===== config.mk =====
export PLATFORM = sky130hd
export DESIGN_NAME = hilo_muldiv_ctrl
export DESIGN_NICKNAME = d
export VERILOG_FILES = /design/src/rtl/muldiv_pkg.sv /design/src/rtl/muldiv_step.sv /design/src/rtl/hilo_muldiv_ctrl.sv
export SDC_FILE = /design/constraint.sdc
export NUM_CORES = 1
export LEC_CHECK = 0
export BUFFER_PORTS_ARGS = -buffer_cell sky130_fd_sc_hd__buf_4
export CAP_MARGIN = 20
export CORE_MARGIN = 8
export CORE_UTILIZATION = 59
export CTS_CLUSTER_DIAMETER = 60
export DETAILED_ROUTE_END_ITERATION = 8
export GPL_TIMING_DRIVEN = 0
export PLACE_DENSITY = 0.92
export SETUP_SLACK_MARGIN = 0.5
export SYNTH_ARGS = -nofsm -noshare
export SYNTH_HDL_FRONTEND = slang
export SYNTH_SLANG_ARGS = --single-unit

===== constraint.sdc =====
create_clock -name Clk -period 7.4 [get_ports Clk]
set_input_delay 1.11 -clock Clk [delete_from_list [all_inputs] [get_ports Clk]]
set_output_delay 1.11 -clock Clk [all_outputs]
set_load 0.1 [all_outputs]

===== src/rtl/muldiv_pkg.sv =====
// Shared encodings, FSM state type and iteration constant for the HI/LO multiply/divide unit.
// Divider support is compiled in only when HILO_MULDIV_DIV_EN is defined.
package muldiv_pkg;

  typedef enum logic [1:0] {
    OP_MULT  = 2'b00,
    OP_MULTU = 2'b01,
    OP_DIV   = 2'b10,
    OP_DIVU  = 2'b11
  } op_t;

  typedef enum logic [1:0] {
    ST_IDLE = 2'b00,
    ST_CALC = 2'b01,
    ST_FIX  = 2'b10
  } state_t;

  localparam int unsigned ITER_COUNT = 32;
  localparam int unsigned COUNT_W    = 6;

  // MULT and DIV (Op[0] clear) treat operands as two's complement
  function automatic logic op_is_signed(input op_t op);
    return ~op[0];
  endfunction

  function automatic logic op_is_div(input op_t op);
    return op[1];
  endfunction

endpackage


===== src/rtl/muldiv_step.sv =====
// One iteration of the shared datapath: shift-add multiply or restoring shift-subtract divide.
// The divide path exists only when HILO_MULDIV_DIV_EN is defined.
module muldiv_step
  import muldiv_pkg::*;
#(
  parameter int unsigned WIDTH = 32
) (
  input  logic             is_div,
  input  logic [WIDTH-1:0] hi,
  input  logic [WIDTH-1:0] lo,
  input  logic [WIDTH-1:0] operand,
  output logic [WIDTH-1:0] hi_next,
  output logic [WIDTH-1:0] lo_next
);

  logic [WIDTH:0] add_sum;

  // Multiply: lo holds the remaining multiplier bits, product shifts in from the top
  always_comb begin
    add_sum = lo[0] ? ({1'b0, hi} + {1'b0, operand}) : {1'b0, hi};
  end

`ifdef HILO_MULDIV_DIV_EN
  logic [WIDTH:0] shifted;
  logic [WIDTH:0] diff;

  // Divide: hi is the partial remainder, lo shifts dividend out and quotient in
  always_comb begin
    shifted = {hi, lo[WIDTH-1]};
    diff    = shifted - {1'b0, operand};
    hi_next = add_sum[WIDTH:1];
    lo_next = {add_sum[0], lo[WIDTH-1:1]};
    if (is_div) begin
      if (!diff[WIDTH]) begin
        hi_next = diff[WIDTH-1:0];
        lo_next = {lo[WIDTH-2:0], 1'b1};
      end else begin
        hi_next = shifted[WIDTH-1:0];
        lo_next = {lo[WIDTH-2:0], 1'b0};
      end
    end
  end
`else
  logic unused_is_div;
  assign unused_is_div = is_div;

  always_comb begin
    hi_next = add_sum[WIDTH:1];
    lo_next = {add_sum[0], lo[WIDTH-1:1]};
  end
`endif

endmodule


===== src/rtl/hilo_muldiv_ctrl.sv =====
// HI/LO multiply/divide controller: iterative FSM, pipeline stall and mthi/mtlo handling.
// Define HILO_MULDIV_DIV_EN to include DIV/DIVU; otherwise divide requests are ignored.
module hilo_muldiv_ctrl
  import muldiv_pkg::*;
#(
  parameter int unsigned WIDTH = 32
) (
  input  logic             Clk,
  input  logic             Reset,
  input  logic             Start,
  input  logic [1:0]       Op,
  input  logic [WIDTH-1:0] OperandA,
  input  logic [WIDTH-1:0] OperandB,
  input  logic             ReadHILO,
  input  logic             HIWrite,
  input  logic             LOWrite,
  input  logic [WIDTH-1:0] WriteValue,
  output logic             Busy,
  output logic             Stall,
  output logic             Done,
  output logic [WIDTH-1:0] HIOut,
  output logic [WIDTH-1:0] LOOut
);

  localparam int unsigned        DWIDTH     = 2 * WIDTH;
  localparam logic [COUNT_W-1:0] LAST_COUNT = COUNT_W'(ITER_COUNT - 1);

  state_t             state;
  logic [COUNT_W-1:0] count;
  logic [WIDTH-1:0]   hi_reg;
  logic [WIDTH-1:0]   lo_reg;
  logic [WIDTH-1:0]   part_hi;
  logic [WIDTH-1:0]   part_lo;
  logic [WIDTH-1:0]   operand;
  logic               neg_a;
  logic               neg_b;
  logic               busy;
  logic               done;

  logic               start_ok;
  logic               signed_op;
  logic               a_neg;
  logic               b_neg;
  logic [WIDTH-1:0]   mag_a;
  logic [WIDTH-1:0]   mag_b;
  logic [DWIDTH-1:0]  prod;
  logic [DWIDTH-1:0]  prod_fix;
  logic [WIDTH-1:0]   step_hi;
  logic [WIDTH-1:0]   step_lo;
  logic               step_is_div;

`ifdef HILO_MULDIV_DIV_EN
  logic               is_div;
  logic               div_zero;
  logic [WIDTH-1:0]   quo_fix;
  logic [WIDTH-1:0]   rem_fix;
  assign step_is_div = is_div;
`else
  assign step_is_div = 1'b0;
`endif

  // Operand conditioning: magnitudes plus sign flags for the signed ops
  always_comb begin
    signed_op = op_is_signed(op_t'(Op));
    a_neg     = signed_op & OperandA[WIDTH-1];
    b_neg     = signed_op & OperandB[WIDTH-1];
    mag_a     = a_neg ? -OperandA : OperandA;
    mag_b     = b_neg ? -OperandB : OperandB;
`ifdef HILO_MULDIV_DIV_EN
    start_ok  = Start;
    div_zero  = op_is_div(op_t'(Op)) & (OperandB == '0);
`else
    start_ok  = Start & ~op_is_div(op_t'(Op));
`endif
  end

  // Sign correction applied in FIX
  always_comb begin
    prod     = {part_hi, part_lo};
    prod_fix = (neg_a ^ neg_b) ? -prod : prod;
`ifdef HILO_MULDIV_DIV_EN
    quo_fix  = (neg_a ^ neg_b) ? -part_lo : part_lo;
    rem_fix  = neg_a ? -part_hi : part_hi;
`endif
  end

  muldiv_step #(
    .WIDTH(WIDTH)
  ) u_step (
    .is_div  (step_is_div),
    .hi      (part_hi),
    .lo      (part_lo),
    .operand (operand),
    .hi_next (step_hi),
    .lo_next (step_lo)
  );

  always_ff @(posedge Clk or posedge Reset) begin
    if (Reset) begin
      state   <= ST_IDLE;
      count   <= '0;
      hi_reg  <= '0;
      lo_reg  <= '0;
      part_hi <= '0;
      part_lo <= '0;
      operand <= '0;
      neg_a   <= 1'b0;
      neg_b   <= 1'b0;
      busy    <= 1'b0;
      done    <= 1'b0;
`ifdef HILO_MULDIV_DIV_EN
      is_div  <= 1'b0;
`endif
    end else begin
      done <= 1'b0;
      unique case (state)
        ST_IDLE: begin
          if (start_ok) begin
            // Start takes priority; any same-cycle mthi/mtlo is dropped
            count   <= '0;
            busy    <= 1'b1;
            part_hi <= '0;
            part_lo <= mag_a;
            operand <= mag_b;
            neg_a   <= a_neg;
            neg_b   <= b_neg;
            state   <= ST_CALC;
`ifdef HILO_MULDIV_DIV_EN
            is_div  <= op_is_div(op_t'(Op));
            if (div_zero) begin
              part_hi <= OperandA;
              part_lo <= '1;
              neg_a   <= 1'b0;
              neg_b   <= 1'b0;
              state   <= ST_FIX;
            end
`endif
          end else begin
            if (HIWrite) hi_reg <= WriteValue;
            if (LOWrite) lo_reg <= WriteValue;
          end
        end
        ST_CALC: begin
          part_hi <= step_hi;
          part_lo <= step_lo;
          count   <= count + COUNT_W'(1);
          if (count == LAST_COUNT) state <= ST_FIX;
        end
        ST_FIX: begin
`ifdef HILO_MULDIV_DIV_EN
          if (is_div) begin
            hi_reg <= rem_fix;
            lo_reg <= quo_fix;
          end else begin
            hi_reg <= prod_fix[DWIDTH-1:WIDTH];
            lo_reg <= prod_fix[WIDTH-1:0];
          end
`else
          hi_reg <= prod_fix[DWIDTH-1:WIDTH];
          lo_reg <= prod_fix[WIDTH-1:0];
`endif
          busy  <= 1'b0;
          done  <= 1'b1;
          state <= ST_IDLE;
        end
        default: begin
          busy  <= 1'b0;
          state <= ST_IDLE;
        end
      endcase
    end
  end

  assign Busy  = busy;
  assign Done  = done;
  assign HIOut = hi_reg;
  assign LOOut = lo_reg;
  assign Stall = busy & (ReadHILO | Start | HIWrite | LOWrite);

endmodule


## After elaboration in Yosys (flattened, before gate mapping)

Index checks and enable logic that the tools add are counted.

| storage, ports and cells | value |
|---|---|
| register bits after elaboration | 172 |
| input bits | 104 |
| output and inout bits | 67 |
| logic and storage cells | 66 |

| cells by class | value |
|---|---|
| $add $sub $neg | 5 |
| eq/ne operators | 8 |
| muxes and demuxes | 22 |
| bitwise gates (word level) | 11 |
| reduce and logical (&&, ||, !) cells | 9 |

Operators by type and width:

| cell | number |
|---|---|
| 32-bit 2-to-1 mux | 8 |
| 32-bit one-hot mux with 2 select lines | 4 |
| 64-bit 2-to-1 mux | 1 |
| 32-bit negation | 2 |
| 64-bit negation | 1 |
| 32-bit by 32-bit adder with 33-bit output | 1 |
| 33-bit 2-to-1 mux | 1 |
| 6-bit one-hot mux with 2 select lines | 1 |
| 2-bit != test, second input constant | 5 |
| 2-bit AND reduction | 4 |
| 6-bit by 1-bit adder with 6-bit output, second input constant | 1 |
| 6-bit by 5-bit == test with 1-bit output, second input constant | 1 |
| 6-bit 2-to-1 mux | 1 |
| 3-bit AND reduction | 2 |
| 1-bit AND | 4 |
| 2-bit 2-to-1 mux | 2 |
| 2-bit one-hot mux with 2 select lines | 1 |
| 2-bit nonzero test | 2 |
| 1-bit inverter | 3 |
| 1-bit OR | 3 |
| 2-bit by 1-bit == test with 1-bit output, second input constant | 1 |
| 2-bit == test, second input constant | 1 |
| 2-bit logical NOT | 1 |
| 1-bit 2-to-1 mux | 2 |
| 2 further kinds | 2 |

## Depth between registers and ports, before layout

Gate-level depths: netlist (run 1).

| depth | value |
|---|---|
| depth in word-level cells | 5 |
| depth in mapped cells | 11 |
| depth with buffers taken out | 11 |

## By module

From an unflattened synthesis (run 1), not the netlist that was laid out.

| second synthesis, totals | value |
|---|---|
| cell total of the unflattened synthesis | 1555 |
| area, all modules | 12518.3 µm² |

By module, submodules not included:

| module | instances | cells an instance | area each (µm²) | sequential area each (µm²) |
|---|---|---|---|---|
| hilo_muldiv_ctrl | 1 | 1188 | 9958.3 | 4304.1 |
| muldiv_step | 1 | 367 | 2560.0 | 0.0 |

## Worst setup path before layout (run 1)

OpenSTA, ideal clock, no wires.

| timing path | value |
|---|---|
| kind | input to output |
| start point | in HIWrite |
| end point | out Stall |
| data arrival time | 2.401 ns |
| data required time | 6.290 ns |
| path slack | 3.889 ns |
| stages | 2 |
| path buffers | 0 |
| path through | nor4_1 > nor2_1 |

| between the ends | value |
|---|---|
| cells in the longest elaborated chain, start to end | 3 |

Ends and longest elaborated chain:

| element | RTL line | RTL |
|---|---|---|
| start: declaration | hilo_muldiv_ctrl.sv:15 | `input logic HIWrite,` |
| 1-bit OR (2 in series) | hilo_muldiv_ctrl.sv:178 | `assign Stall = busy & (ReadHILO \| Start \| HIWrite \| LOWrite);` |
| 1-bit AND | hilo_muldiv_ctrl.sv:178 |  |
| end: declaration | hilo_muldiv_ctrl.sv:19 | `output logic Stall,` |

No other way between the ends.

## Worst setup path after layout (run 1)

| timing path | value |
|---|---|
| start point | reg part_lo[0] |
| end point | reg hi_reg[26], in the netlist HIOut[26] |

| between the ends | value |
|---|---|
| cells in the longest elaborated chain, start to end | 3 |

Ends and longest elaborated chain:

| element | RTL line | RTL |
|---|---|---|
| start: declaration | hilo_muldiv_ctrl.sv:33 | `logic [WIDTH-1:0] part_lo;` |
| start signal: assignment | hilo_muldiv_ctrl.sv:123 | `part_lo <= mag_a;` |
| start signal: assignment | hilo_muldiv_ctrl.sv:145 | `part_lo <= step_lo;` |
| 64-bit negation | hilo_muldiv_ctrl.sv:80 | `prod_fix = (neg_a ^ neg_b) ? -prod : prod;` |
| 64-bit 2-to-1 mux | hilo_muldiv_ctrl.sv:80 |  |
| 32-bit one-hot mux with 2 select lines | hilo_muldiv_ctrl.sv:116 | `unique case (state)` |
| end signal: assignment | hilo_muldiv_ctrl.sv:139 | `if (HIWrite) hi_reg <= WriteValue;` |
| end signal: assignment | hilo_muldiv_ctrl.sv:159 | `hi_reg <= prod_fix[DWIDTH-1:WIDTH];` |
| end: declaration | hilo_muldiv_ctrl.sv:30 | `logic [WIDTH-1:0] hi_reg;` |

No other way between the ends.
A chain may end at the register's enable or synchronous reset.

==> impl_metrics.env, run 1 <==
export IMPL_grt_pass1_wl_mm=60.9
export IMPL_drive_gt1_share_pct=13.9
export IMPL_required_ps=7740
export IMPL_gr_usage_all_layers_pct=31.5
export IMPL_p_leak_nw=5.95
export IMPL_max_freq_mhz=259
export IMPL_p_sw_share_pct=53.6
export IMPL_cts_buffer_depth=2
export IMPL_cts_root_buf="clkbuf_16"
export IMPL_power_frac_comb_pct=56.7
export IMPL_setup_viol=0
export IMPL_area_growth_pct=19.0
export IMPL_holdBufCountCts=0
export IMPL_worstHoldPathCells=2
export IMPL_relSlewSlack_pct=43.7
export IMPL_antennaDiodeCount=0
export IMPL_worst_pin_slew_ps=838
export IMPL_crit_type="register to register"
export IMPL_p_switching_w=0.00329
export IMPL_gp_congestion=1.02
export IMPL_drt_wl_total_mm=38.9
export IMPL_chipWidth_um=156
export IMPL_synth_seq_area_share_pct=37.1
export IMPL_power_density_nw_per_um2=445
export IMPL_worstSetupStartpointType="register"
export IMPL_antenna_found_initial=0
export IMPL_grt_ovfl_total=0
export IMPL_critPathMaxFanout=10
export IMPL_hpwl_mm=30.1
export IMPL_yosys_warnings=0
export IMPL_die_area_um2=24400
export IMPL_initial_core_util_pct=59.7
export IMPL_fin_setup_tns_ps=0
export IMPL_arrival_ps=4200
export IMPL_fin_util_pct=71.1
export IMPL_grt_pass1_vias=11500
export IMPL_post_cts_resized=0
export IMPL_core_area_um2=19400
export IMPL_hold_viol=0
export IMPL_postRouteAntennaNets=0
export IMPL_clock_sinks=172
export IMPL_async_reset_ff_share_pct=100
export IMPL_hold_path_class="register to register"
export IMPL_post_cts_buffers=0
export IMPL_numCtsBuffers=17
export IMPL_port_buffers=170
export IMPL_die_h_um=156
export IMPL_rsz0062_at_grt="false"
export IMPL_power_internal_w=0.00284
export IMPL_placed_cells=1826
export IMPL_sequentialPowerShare_pct=29.2
export IMPL_ir_drop_mv=0.238
export IMPL_synth_cells=1389
export IMPL_slew_viol_final=0
export IMPL_p_clk_share_pct=14.1
export IMPL_clk_pin_slew_worst_paths_ps=70
export IMPL_worst_r2r_cell_count=11
export IMPL_period_minus_slack_ps=3860
export IMPL_status="finished, final reports clean"
export IMPL_synth_edf_count=0
export IMPL_wl_per_cell_um=20.9
export IMPL_postSynthAreaPerCell_um2=8.34
export IMPL_max_cap_violations=0
export IMPL_htree_levels=4
export IMPL_setup_ws_ps=3540
export IMPL_insertion_delay_ps=440
export IMPL_stdcell_count=1858
export IMPL_ys_types=73
export IMPL_first_pass_iters=6
export IMPL_fin_skew_ps=10.2
export IMPL_synthesis_nets=1530
export IMPL_ys_seq_elements=172
export IMPL_drt_iter0_markers=1541
export IMPL_synthFlopType="dfrtp_1"
export IMPL_drc_errors=0
export IMPL_dr_total_vias=12100
export IMPL_pin_count=171
export IMPL_layout_nets=1721
export IMPL_grt_start_max_net_pins=111
export IMPL_vias_per_cell=6.51
export IMPL_cts_tree="yes"
export IMPL_worstSetupEndpointType="register"
export IMPL_fin_crit_sh_pct=52.2
export IMPL_place_ws_ps=3690
export IMPL_rows=51
export IMPL_netlist_area_um2=11600
[placed cells by master, fill, tap and decap left out, types with 64 or more instances in the layout]
cell and count:
o21ai_0 186, dfrtp_1 172, xnor2_1 64, nor2_1 125, clkbuf_1 78, nand2_1 145, a21oi_1 101, buf_4 170
xor2_1 66
[cells by family after synthesis]
group	count (synthesis)	synth area share (%)
compound gates	476	25.0
xor+xnor	130	9.82
fa+ha+maj	37	4.06
buf+inv	108	3.53
flops	172	37.1
mux	22	1.90
simple gates	444	18.6
[synth_stat cells, types with 8 or more instances]
cell / count / area share [%]
o21a_1: 9 / 0.58
and3_1: 18 / 0.97
or4_1: 8 / 0.52
mux2i_1: 22 / 1.9
a31oi_1: 26 / 1.4
nor2_1: 125 / 4.0
xor2_1: 66 / 5.0
clkbuf_1: 78 / 2.5
a22oi_1: 36 / 2.3
nor3_1: 31 / 1.3
dfrtp_1: 172 / 37
nand4_1: 14 / 0.76
nand2_1: 145 / 4.7
a21oi_1: 101 / 4.4
ha_1: 36 / 3.9
nor4_1: 15 / 0.81
or3_1: 17 / 0.92
nand3_1: 24 / 1.0
o21ai_0: 186 / 8.0
a211oi_1: 13 / 0.84
a21o_1: 12 / 0.78
inv_1: 23 / 0.74
xnor2_1: 64 / 4.8
nor2b_1: 13 / 0.70
o31ai_1: 23 / 1.5
o41ai_1: 8 / 0.60
[worst paths after layout]
path / slack, ps / start / to
hold / removal: 490 / LOOut[19]$_DFFE_PP0P_ / LOOut[19]$_DFFE_PP0P_
hold reg to reg: 490 / LOOut[19]$_DFFE_PP0P_ / LOOut[19]$_DFFE_PP0P_
setup / recovery: 3540 / part_lo[0]$_DFFE_PP0P_ / HIOut[26]$_DFFE_PP0P_
min in group asynchronous: 690 / Reset / LOOut[11]$_DFFE_PP0P_
max in group asynchronous: 5820 / Reset / part_hi[2]$_DFFE_PP0P_
setup reg to reg: 3540 / part_lo[0]$_DFFE_PP0P_ / HIOut[26]$_DFFE_PP0P_
[worst max-delay path, stage by stage, from the launching register on]
cell and delay, ps:
dfrtp_1 440, inv_1 110, clkbuf_1 490, clkbuf_1 470, ha_1 320, nand4b_1 350
nor4_4 590, nand2_4 160, nor4_4 310, nand2_1 110, mux2i_1 160, a211oi_1 270
[sequential cells by signal, summed over array words and instances, names as in the netlist, 2 cells and up]
signal	cells
HIOut	32
LOOut	32
operand	32
part_hi	32
part_lo	32
count	6
state	2
[stage by stage]
stage                     area (um2)  hold slack, ps  total power, W
after floorplan                11600             448         0.00422
after global placement         13200             461         0.00505
after detailed placement       13200             474         0.00516
after CTS                      13800             490         0.00603
after global routing           13800             509         0.00644
final                          13800             486         0.00613
[power by group through the flow]
stage / clock network (W) / registers [W] / logic [W]
after global routing: 0.000900 / 0.00181 / 0.00373
after CTS: 0.000860 / 0.00175 / 0.00342
after floorplan: 0 / 0.00244 / 0.00178
after detailed placement: 0 / 0.00177 / 0.00339
final: 0.000867 / 0.00179 / 0.00347
after global placement: 0 / 0.00174 / 0.00330
[layer usage]
metal  share of wire (%)  wire length (um)  track usage (%)
met1                  37             14500             40.3
met2                  45             17500             49.9
met4                 4.8              1850             15.3
met5                   0                 0                0
met3                  13              5000             6.95
[layout make-up]
| class | instances | area (um2) |
|---|---|---|
| Buffer | 85 | 323 |
| Timing Repair Buffer | 172 | 1310 |
| Tap cell | 265 | 332 |
| Clock inverter | 15 | 129 |
| Inverter | 23 | 93.8 |
| Fill cell | 1492 | 5610 |
| Sequential cell | 172 | 4300 |
| Clock buffer | 17 | 425 |
| Multi-Input combinational cell | 1109 | 6880 |
Note: power is estimated with default switching activity, not from simulation.
==> run 2, diff against run 1 <==
==> constraint.sdc (replaced) <==
create_clock -name Clk -period 4 [get_ports Clk]
set_input_delay 0.6 -clock Clk [delete_from_list [all_inputs] [get_ports Clk]]
set_output_delay 0.6 -clock Clk [all_outputs]
set_load 0.1 [all_outputs]
==> impl_metrics.env, run 2 (synthesized netlist as in run 1, its figures left out) <==
export IMPL_insertion_delay_ps=440
export IMPL_initial_core_util_pct=59.7
export IMPL_pin_count=171
export IMPL_dr_total_vias=12100
export IMPL_grt_pass1_wl_mm=63.0
export IMPL_postRouteAntennaNets=0
export IMPL_required_ps=4340
export IMPL_fin_crit_sh_pct=84.7
export IMPL_cts_tree="yes"
export IMPL_fin_skew_ps=8.44
export IMPL_cts_root_buf="clkbuf_16"
export IMPL_fin_setup_tns_ps=0
export IMPL_crit_type="register to register"
export IMPL_drc_errors=0
export IMPL_ir_drop_mv=0.413
export IMPL_multiInputGateArea_um2=6880
export IMPL_first_pass_iters=6
export IMPL_power_density_nw_per_um2=827
export IMPL_max_freq_mhz=295
export IMPL_antennaDiodeCount=0
export IMPL_rows=51
export IMPL_place_ws_ps=312
export IMPL_drt_wl_total_mm=40.1
export IMPL_mostFrequentLayoutCells="o21ai_0 (186), dfrtp_1 (172), buf_4 (171)"
export IMPL_cp_common_cell="clkbuf_2"
export IMPL_p_leak_nw=6.00
export IMPL_numCtsBuffers=17
export IMPL_wl_per_cell_um=21.5
export IMPL_worst_pin_slew_ps=832
export IMPL_cp_slowest_cell="dfrtp_1"
export IMPL_crit_chain="inv_1 -> clkbuf_2 -> clkbuf_2 -> ha_1 -> nand4b_1 -> nor4_4 -> buf_4 -> nand2_4 -> nor3_4 -> a21oi_1 -> xnor2_1 -> a221oi_1"
export IMPL_gr_usage_all_layers_pct=32.8
export IMPL_status="finished, final reports clean"
export IMPL_gp_congestion=0.976
export IMPL_area_growth_pct=19.9
export IMPL_vias_per_cell=6.52
export IMPL_worstSetupEndpointType="register"
export IMPL_setup_viol=0
export IMPL_die_h_um=156
export IMPL_seqCellArea_um2=4300
export IMPL_worstSetupStartpointType="register"
export IMPL_grt_start_max_net_pins=44
export IMPL_layout_commonest_cell="o21ai_0"
export IMPL_holdBufCountCts=0
export IMPL_critPathMaxFanout=10
export IMPL_max_cap_violations=0
export IMPL_nFillCells=1513
export IMPL_rsz0062_at_grt="true"
export IMPL_port_buffers=170
export IMPL_drt_iter0_markers=1458
export IMPL_hold_viol=0
export IMPL_grt_pass1_vias=11800
export IMPL_die_area_um2=24400
export IMPL_drive_gt1_share_pct=14.2
export IMPL_grt_ovfl_total=0
export IMPL_chipWidth_um=156
export IMPL_layout_nets=1725
export IMPL_relSlewSlack_pct=44.3
export IMPL_hold_path_class="primary input to asynchronous set/reset pin"
export IMPL_setup_ws_ps=611
export IMPL_clock_sinks=172
export IMPL_htree_levels=4
export IMPL_critPathBufInv=4
export IMPL_hpwl_mm=31.2
export IMPL_cpLargestDelayFamily="simple AND/OR/NAND/NOR gates"
export IMPL_period_minus_slack_ps=3390
export IMPL_antenna_found_initial=0
export IMPL_slowest_delay_ps=440
export IMPL_arrival_ps=3730
export IMPL_core_area_um2=19400
export IMPL_cts_buffer_depth=2
export IMPL_clk_pin_slew_worst_paths_ps=70
export IMPL_slew_viol_final=0
[run 2: cell count changes in the layout (fill, tap and decap cells not counted)]
cell,previous run,this run
buf_12,0,4
buf_16,1,0
buf_4,170,171
bufinv_16,0,2
clkbuf_1,78,77
clkbuf_2,1,3
clkbuf_8,0,2
clkinv_2,1,2
clkinv_4,0,3
clkinvlp_4,5,3
inv_6,6,3
inv_8,4,0
[run 2: timing repair]
item	4_1_cts	5_1_grt
endpoints found under the setup margin	10	3
resized for setup	2	0
pin swaps	0	1
cloned	0	0
buffers inserted	0	1
[run 2: per-stage QoR]
stage          power (W)  utilization [%]  hold slack, ps  instance area [um2]  instances
5_1_grt           0.0121             71.6             272                13900       1862
3_5_place_dp     0.00956             68.5             468                13300       1829
3_3_place_gp     0.00938             68.1             462                13200       1824
2_1_floorplan    0.00782                -             448                11600       1389
4_1_cts           0.0113             71.6             253                13900       1861
6_report          0.0115             71.6             242                13900       1862
[run 2: layout make-up]
cell class / count / share of cell area (%)
plain buffers: 85 / 2.34
clock buffers: 20 / 3.29
clock inverters: 12 / 0.991
inverters: 23 / 0.649
multi-input cells: 1109 / 49.5
flip-flops and latches: 172 / 31.0
well taps: 265 / 2.39
repair buffers: 176 / 9.85
[run 2: final timing paths]
check	slack, ps	cells past startpoint	endpoint	startpoint
min in group Clk	420	3	HIOut[30]$_DFFE_PP0P_	WriteValue[30]
hold / removal	240	2	LOOut[13]$_DFFE_PP0P_	Reset
setup / recovery	610	12	HIOut[22]$_DFFE_PP0P_	part_lo[0]$_DFFE_PP0P_
setup reg to reg	610	12	HIOut[22]$_DFFE_PP0P_	part_lo[0]$_DFFE_PP0P_
max in group asynchronous	2900	4	HIOut[20]$_DFFE_PP0P_	Reset
hold reg to reg	480	1	HIOut[1]$_DFFE_PP0P_	HIOut[1]$_DFFE_PP0P_
[run 2: power by group]
group	leakage [nW]	internal [W]	total (W)	switching, W
Sequential	2.12	0.00239	0.00332	0.000930
Combinational	3.60	0.00206	0.00647	0.00441
Clock	0.287	0.000960	0.00170	0.000741
Total	6.00	0.00541	0.0115	0.00608
[run 2: metal layers]
metal / GRT usage (%) / vias to the layer above / part of all wire, %
met2: 52.4 / 840 / 45
li1: - / 5479 / -
met3: 6.12 / 153 / 12
met5: 0 / - / 0
met4: 17.9 / 0 / 5.3
met1: 41.5 / 5673 / 38
